`src/rtl/serial_rx_packet.sv`:
```
// serial_rx_packet: frames UART bytes into a fixed-length packet guarded by an
// XOR checksum byte, with an inter-byte timeout that abandons stalled packets.
module serial_rx_packet #(
  parameter int NUM_BYTES    = 44,
  parameter int TIMEOUT_CLKS = 5000000,
  parameter int TO_SIZE      = 23
) (
  input  logic                   clk,
  input  logic                   rst,
  input  logic [7:0]             data,
  input  logic                   new_data,
  output logic [NUM_BYTES*8-1:0] packet,
  output logic                   packet_valid,
  output logic                   chk_err,
  output logic                   timeout_err,
  output logic                   busy
);

  localparam int CNT_W = $clog2(NUM_BYTES + 1);
  localparam logic [CNT_W-1:0]   LAST_IDX = CNT_W'(NUM_BYTES - 1);
  localparam logic [TO_SIZE-1:0] TO_MAX   = TO_SIZE'(TIMEOUT_CLKS - 1);

  typedef enum logic [1:0] {
    IDLE    = 2'd0,
    COLLECT = 2'd1,
    CHECK   = 2'd2
  } state_t;

  state_t                   r_state;
  logic [CNT_W-1:0]         r_count;
  logic [TO_SIZE-1:0]       r_timer;
  logic [7:0]               r_xor;
  logic [NUM_BYTES*8-1:0]   r_shift;
  logic [NUM_BYTES*8-1:0]   r_packet;
  logic                     r_packet_valid;
  logic                     r_chk_err;
  logic                     r_timeout_err;

  state_t                   w_next_state;
  logic                     w_load_first;
  logic                     w_shift_en;
  logic                     w_timer_inc;
  logic                     w_pkt_good;
  logic                     w_pkt_bad;
  logic                     w_timeout;
  logic [NUM_BYTES*8-1:0]   w_shift_next;

  // Next-state decode; a strobe always beats a timeout landing on the same edge
  always_comb begin
    w_next_state = IDLE;
    w_load_first = 1'b0;
    w_shift_en   = 1'b0;
    w_timer_inc  = 1'b0;
    w_pkt_good   = 1'b0;
    w_pkt_bad    = 1'b0;
    w_timeout    = 1'b0;
    w_shift_next = r_shift << 8;
    w_shift_next[7:0] = data;
    case (r_state)
      IDLE: begin
        w_next_state = IDLE;
        if (new_data) begin
          w_load_first = 1'b1;
          w_next_state = (NUM_BYTES == 1) ? CHECK : COLLECT;
        end
      end
      COLLECT: begin
        w_next_state = COLLECT;
        if (new_data) begin
          w_shift_en = 1'b1;
          if (r_count == LAST_IDX) begin
            w_next_state = CHECK;
          end
        end else if (r_timer == TO_MAX) begin
          w_timeout    = 1'b1;
          w_next_state = IDLE;
        end else begin
          w_timer_inc = 1'b1;
        end
      end
      CHECK: begin
        w_next_state = CHECK;
        if (new_data) begin
          w_next_state = IDLE;
          if (data == r_xor) begin
            w_pkt_good = 1'b1;
          end else begin
            w_pkt_bad = 1'b1;
          end
        end else if (r_timer == TO_MAX) begin
          w_timeout    = 1'b1;
          w_next_state = IDLE;
        end else begin
          w_timer_inc = 1'b1;
        end
      end
      default: begin
        w_next_state = IDLE;
      end
    endcase
  end

  // State register, datapath counters, shift buffer and registered pulses
  always_ff @(posedge clk) begin
    if (rst) begin
      r_state        <= IDLE;
      r_count        <= '0;
      r_timer        <= '0;
      r_xor          <= '0;
      r_shift        <= '0;
      r_packet       <= '0;
      r_packet_valid <= 1'b0;
      r_chk_err      <= 1'b0;
      r_timeout_err  <= 1'b0;
    end else begin
      r_state        <= w_next_state;
      r_packet_valid <= w_pkt_good;
      r_chk_err      <= w_pkt_bad;
      r_timeout_err  <= w_timeout;
      if (w_load_first) begin
        r_shift <= w_shift_next;
        r_xor   <= data;
        r_count <= CNT_W'(1);
        r_timer <= '0;
      end else if (w_shift_en) begin
        r_shift <= w_shift_next;
        r_xor   <= r_xor ^ data;
        r_count <= r_count + CNT_W'(1);
        r_timer <= '0;
      end else if (w_timer_inc) begin
        r_timer <= r_timer + TO_SIZE'(1);
      end
      if (w_pkt_good) begin
        r_packet <= r_shift;
      end
      if (w_next_state == IDLE) begin
        r_count <= '0;
        r_timer <= '0;
        r_xor   <= '0;
      end
    end
  end

  assign packet       = r_packet;
  assign packet_valid = r_packet_valid;
  assign chk_err      = r_chk_err;
  assign timeout_err  = r_timeout_err;
  assign busy         = (r_state != IDLE);

endmodule

```
`config.mk`:
```
export PLATFORM = sky130hd
export DESIGN_NAME = serial_rx_packet
export DESIGN_NICKNAME = d
export VERILOG_FILES = /design/src/rtl/serial_rx_packet.sv
export SDC_FILE = /design/constraint.sdc
export NUM_CORES = 2
export LEC_CHECK = 0
export CAP_MARGIN = 20
export CELL_PAD_IN_SITES_DETAIL_PLACEMENT = 1
export CELL_PAD_IN_SITES_GLOBAL_PLACEMENT = 2
export CORE_UTILIZATION = 38
export CTS_BUF_LIST = sky130_fd_sc_hd__clkbuf_4
export CTS_CLUSTER_SIZE = 12
export DETAILED_ROUTE_END_ITERATION = 7
export GPL_ROUTABILITY_DRIVEN = 1
export PLACE_DENSITY = 0.94
export SETUP_SLACK_MARGIN = 0.15
export SYNTH_ARGS = -nofsm -noshare
export SYNTH_HDL_FRONTEND = slang
export SYNTH_SLANG_ARGS = --single-unit
```
`constraint.sdc`:
```
create_clock -name clk -period 4.35 [get_ports clk]
set_input_delay 0.435 -clock clk [delete_from_list [all_inputs] [get_ports clk]]
set_output_delay 0.435 -clock clk [all_outputs]
set_load 0.03 [all_outputs]
```
Yosys cells after proc, flatten, opt, wreduce, memory -nomap -nowiden
Cells that the tools add are included.
{"block": "word_totals", "reg_bits": 746, "in_bits": 11, "out_inout_bits": 356, "elab_cells": 55}
{"block": "op_classes", "n_addsub": 2, "n_eq_ne": 5, "muxes": 24, "bitwise": 4, "reduce_logical": 10}
{"operator": "352-bit two-way mux", "n": 2}
{"operator": "23-bit by 1-bit adder with 23-bit output, second input constant", "n": 1}
{"operator": "23-bit equality test, second input constant", "n": 1}
{"operator": "8-bit two-way mux", "n": 2}
{"operator": "1-bit two-way mux", "n": 15}
{"operator": "3-bit OR reduction", "n": 3}
{"operator": "8-bit equality test", "n": 1}
{"operator": "2-bit two-way mux", "n": 4}
{"operator": "8-bit XOR", "n": 1}
{"operator": "6-bit by 1-bit adder with 6-bit output, second input constant", "n": 1}
{"operator": "6-bit equality test, second input constant", "n": 1}
{"operator": "2-bit one-hot mux with 3 select lines", "n": 1}
{"operator": "2-bit zero test", "n": 2}
{"operator": "2-bit nonzero test", "n": 2}
{"operator": "2-bit OR reduction", "n": 2}
{"operator": "4-bit OR reduction", "n": 1}
{"operator": "1-bit inverter", "n": 3}
{"operator": "2-bit by 1-bit equality test with 1-bit output, second input constant", "n": 1}
{"operator": "2-bit equality test, second input constant", "n": 1}

Depth between registers and ports, before layout
{"block": "depth", "word_depth": 6, "depth_mapped": 8, "mapped_depth_nobuf": 6}

Worst setup path after synthesis
No wires, ideal clock.
{"block": "synth_path", "path_type": "register -> register", "from": "register r_timer[0]", "to": "register r_count[1]", "setup_ps": 132, "arrival_time_ps": 2029, "t_required_ps": 4218, "path_slack_ps": 2189, "stages_incl_launch_ff": 7, "path_buffers": 1, "cell_sequence": "dfxtp_1 ha_1 or4b_1 or4_4 nor3_4 buf_6 nor3_1"}
{"block": "synth_via", "elab_chain_len": 6}
{"item": "start: declaration", "line": "31", "source": "logic [TO_SIZE-1:0] r_timer;"}
{"item": "start signal: assignment", "line": "131", "source": "r_timer <= r_timer + TO_SIZE'(1);"}
{"item": "23-bit equality test (*)", "line": "74, 90"}
{"item": "1-bit two-way mux / 2-bit two-way mux (equally long branches)", "line": "74, 90"}
{"item": "2-bit two-way mux (on tied branches)", "line": "69, 83"}
{"item": "2-bit one-hot mux with 3 select lines (*)", "line": "59", "source": "case (r_state)"}
{"item": "2-bit zero test (*)", "line": "136", "source": "if (w_next_state == IDLE) begin"}
{"item": "3-bit OR reduction (no line) (*)"}
{"item": "end signal: assignment", "line": "128", "source": "r_count <= r_count + CNT_W'(1);"}
{"item": "end: declaration", "line": "30", "source": "logic [CNT_W-1:0] r_count;"}
Every way passes the cells marked *; elsewhere a longest branch is shown, timed or not.
A chain may end at the register's enable or synchronous reset.

Worst setup path in the final report
{"block": "layout_path", "from": "register r_state[0]", "to": "output port busy"}
{"block": "layout_via", "elab_chain_len": 1}
{"item": "start: declaration", "line": "29", "source": "state_t r_state;"}
{"item": "start signal: assignment", "line": "116", "source": "r_state <= w_next_state;"}
{"item": "2-bit nonzero test", "line": "148", "source": "assign busy = (r_state != IDLE);"}
{"item": "end: declaration", "line": "16", "source": "output logic busy"}
No other way between the ends.

==> flow_summary.json <==
{
  "status": "complete, no violations",
  "yosysUniqueCellTypes": 44,
  "clkLatencyLatePin_ns": 0.97,
  "final_cell_area_um2": 36500,
  "place_congestion": 0.756,
  "worstPathMaxFanout": 5,
  "detail_route.wl_per_cell_um": 16.3,
  "ys_ff_latch": 746,
  "crit_slowest_cell": "clkdlybuf4s50_1",
  "crit_required_ns": 3.91,
  "drtIter0Drc": 1044,
  "cp_common_cell": "inv_1",
  "drive_gt1_share_pct": 9.60,
  "cts_max_path_buffers": 3,
  "place_area_um2": 33900,
  "drc": 0,
  "cp_cell_sequence": "inv_1, ha_1, inv_1, clkdlybuf4s50_1",
  "fmax_mhz": 343,
  "tightestPinTransition_ns": 1.03,
  "synthTopCellsByArea": "dfxtp_1 51%, nand2b_1 15%, mux2i_1 12%",
  "setup_violations": 0,
  "hold_path.class": "input pin to register",
  "die_w_um": 281,
  "yosysTopAreaCellShare_pct": 50.6,
  "clk_pin_slew_worst_paths_ns": 0.06,
  "ys_seq_area_share_pct": 50.6,
  "cts_root_buf": "clkbuf_4",
  "die_y_um": 281,
  "start_kind": "register",
  "fin_hold_ws_ns": 0.196,
  "cts_resized": 0,
  "ios": 367,
  "grt_first_pass_wirelength_um": 124000,
  "synth_area_um2": 29500,
  "grt_max_degree": 188,
  "vias": 23000,
  "rows": 101,
  "yosysMostFrequentCell": "dfxtp_1",
  "relSlewSlack_pct": 31.5,
  "htreeDepth": 4,
  "max_stage_delay_ns": 0.69,
  "setup_tns_ns": 0,
  "first_pass_iters": 4,
  "wirelength_um": 78500,
  "finalCriticalPeriod_ns": 2.92,
  "peakVddDrop_uv": 226,
  "endpoint_kind": "output port",
  "synth_top_area_cell": "dfxtp_1",
  "instances_no_fill": 4813,
  "tritoncts": "built",
  "hpwlAfterDp_um": 49500,
  "synth_nets": 3307,
  "fin_crit_sh_pct": 67.0,
  "yosys_most_used_dff": "dfxtp_1",
  "grtUsageTotal_pct": 19.6,
  "dieArea_um2": 78800,
  "rsz0062_at_grt": "false",
  "core_um2": 76500,
  "syn_area_per_cell_um2": 8.97,
  "cap_violations": 0,
  "worst-setup-path-type": "register to output port",
  "initial_core_util_pct": 38.6,
  "num-nets-final": 3657,
  "async_flop_share_pct": 0,
  "grt_pass1_vias": 23500,
  "postRouteAntennaNets": 0,
  "finalClockSkew_ns": 0.0474,
  "grt_antenna_before_repair": 3,
  "synthCells": 3290,
  "leakage_nw": 11.3,
  "syn_to_final_growth_pct": 23.6,
  "ys.warnings.count": 0,
  "synth-edff-count": 0,
  "overflow": 0,
  "hold_violations": 0,
  "cts_sinks": 746,
  "port-buffer-count": 366,
  "via_per_inst": 4.77,
  "ys_top_cells_by_count": "746 x dfxtp_1, 726 x nand2_1, 705 x nand2b_1, 354 x a21oi_1, 353 x mux2i_1",
  "worstPathArrival_ns": 2.48,
  "maxSlewViolCount": 0,
  "placed_cells": 4470,
  "numCtsBuffers": 197,
  "power.density_nw_per_um2": 375
}
==> sequential cells by signal (all words and copies together), names as in the netlist <==
signal and flops:
packet 352, r_shift 352, r_timer 23, r_xor 8, r_count 6, r_state 2, chk_err 1, packet_valid 1
timeout_err 1
==> cell families after synthesis <==
family	share of synthesized area, %
compound gates	6.78
xor+xnor	0.890
fa+ha+maj	0.254
buf+inv	3.43
flops	50.6
mux	12.0
simple gates	26.1
==> path summary, 6_finish.rpt <==
check | to | slack (ns) | start | depth (start not counted)
min reg2reg | r_shift[339] | 0.43 | r_shift[331] | 2
min | r_shift[2] | 0.20 | data[2] | 3
max reg2reg | r_count[5] | 1.77 | r_timer[0] | 5
max | busy | 1.43 | r_state[0] | 4
==> worst max-delay path, delay by kind of cell, from the launching register on <==
| kind | cells | cell delay [ns] |
|---|---|---|
| flops | 1 | 0.35 |
| buf+inv | 3 | 0.91 |
| fa+ha+maj | 1 | 0.29 |
==> repair_timing <==
action | 4_1_cts | 5_1_grt
hold endpoints to repair | 29 | 0
hold buffers | 1 | 0
buffers inserted | 0 | 0
==> metrics by stage <==
step	setup WS (ns)	util (%)	total power, mW
after global placement	1.24	44.4	7.52
after detailed placement	1.14	44.4	7.52
final	1.43	47.7	13.7
after global routing	1.25	47.7	14.3
after CTS	1.24	47.7	14.0
after floorplan	2.19	-	7.38
==> layer usage <==
layer  global-route usage, %  wire length [um]  vias up
met1                    24.7             35700    10900
met5                       0                18        -
met2                    31.7             36700      435
li1                        -                 -    11500
met4                    7.20              1610        2
met3                    5.78              4440      124
==> layout by cell type, fill, tap and decap left out, types with 2 or more instances in the layout <==
cell type        instances
nor2_1                   4
xor2_1                   6
nor4bb_1                 2
mux2i_1                353
diode_2                  2
clkinv_2                 2
nand3_1                  8
or3_1                    8
o21ai_0                  9
o31ai_1                  5
xnor2_1                 24
nand3b_1                 2
nand2b_1               705
nor3_1                  28
and2_1                   2
or4_4                    3
inv_6                    2
clkdlybuf4s50_1        365
bufinv_16                4
a211oi_1                 9
clkinvlp_4               3
clkinv_1                20
buf_12                  15
clkbuf_4               308
nor4_1                   4
or4_1                    4
buf_4                   14
a21oi_1                354
nor2b_1                  3
a211oi_2                 3
nand2_1                726
inv_1                    6
dfxtp_1                746
nand4_1                  7
ha_1                     6
and3_1                   3
==> where the power goes <==
part	internal [mW]	switching [mW]	leakage, nW
Combinational	0.163	0.344	3.80
Clock	3.42	2.89	1.53
Sequential	6.84	0.0126	6.01
==> layout make-up <==
class,instances,area [um^2]
antenna,2,5.00
clock buffer,308,2310
clock inverter,32,254
fill,8838,40000
inverter,6,22.5
multi-input combinational,2293,13600
sequential,746,14900
tap,1030,1290
timing repair buffer,396,4080
Power figures use the tool's default switching activity.
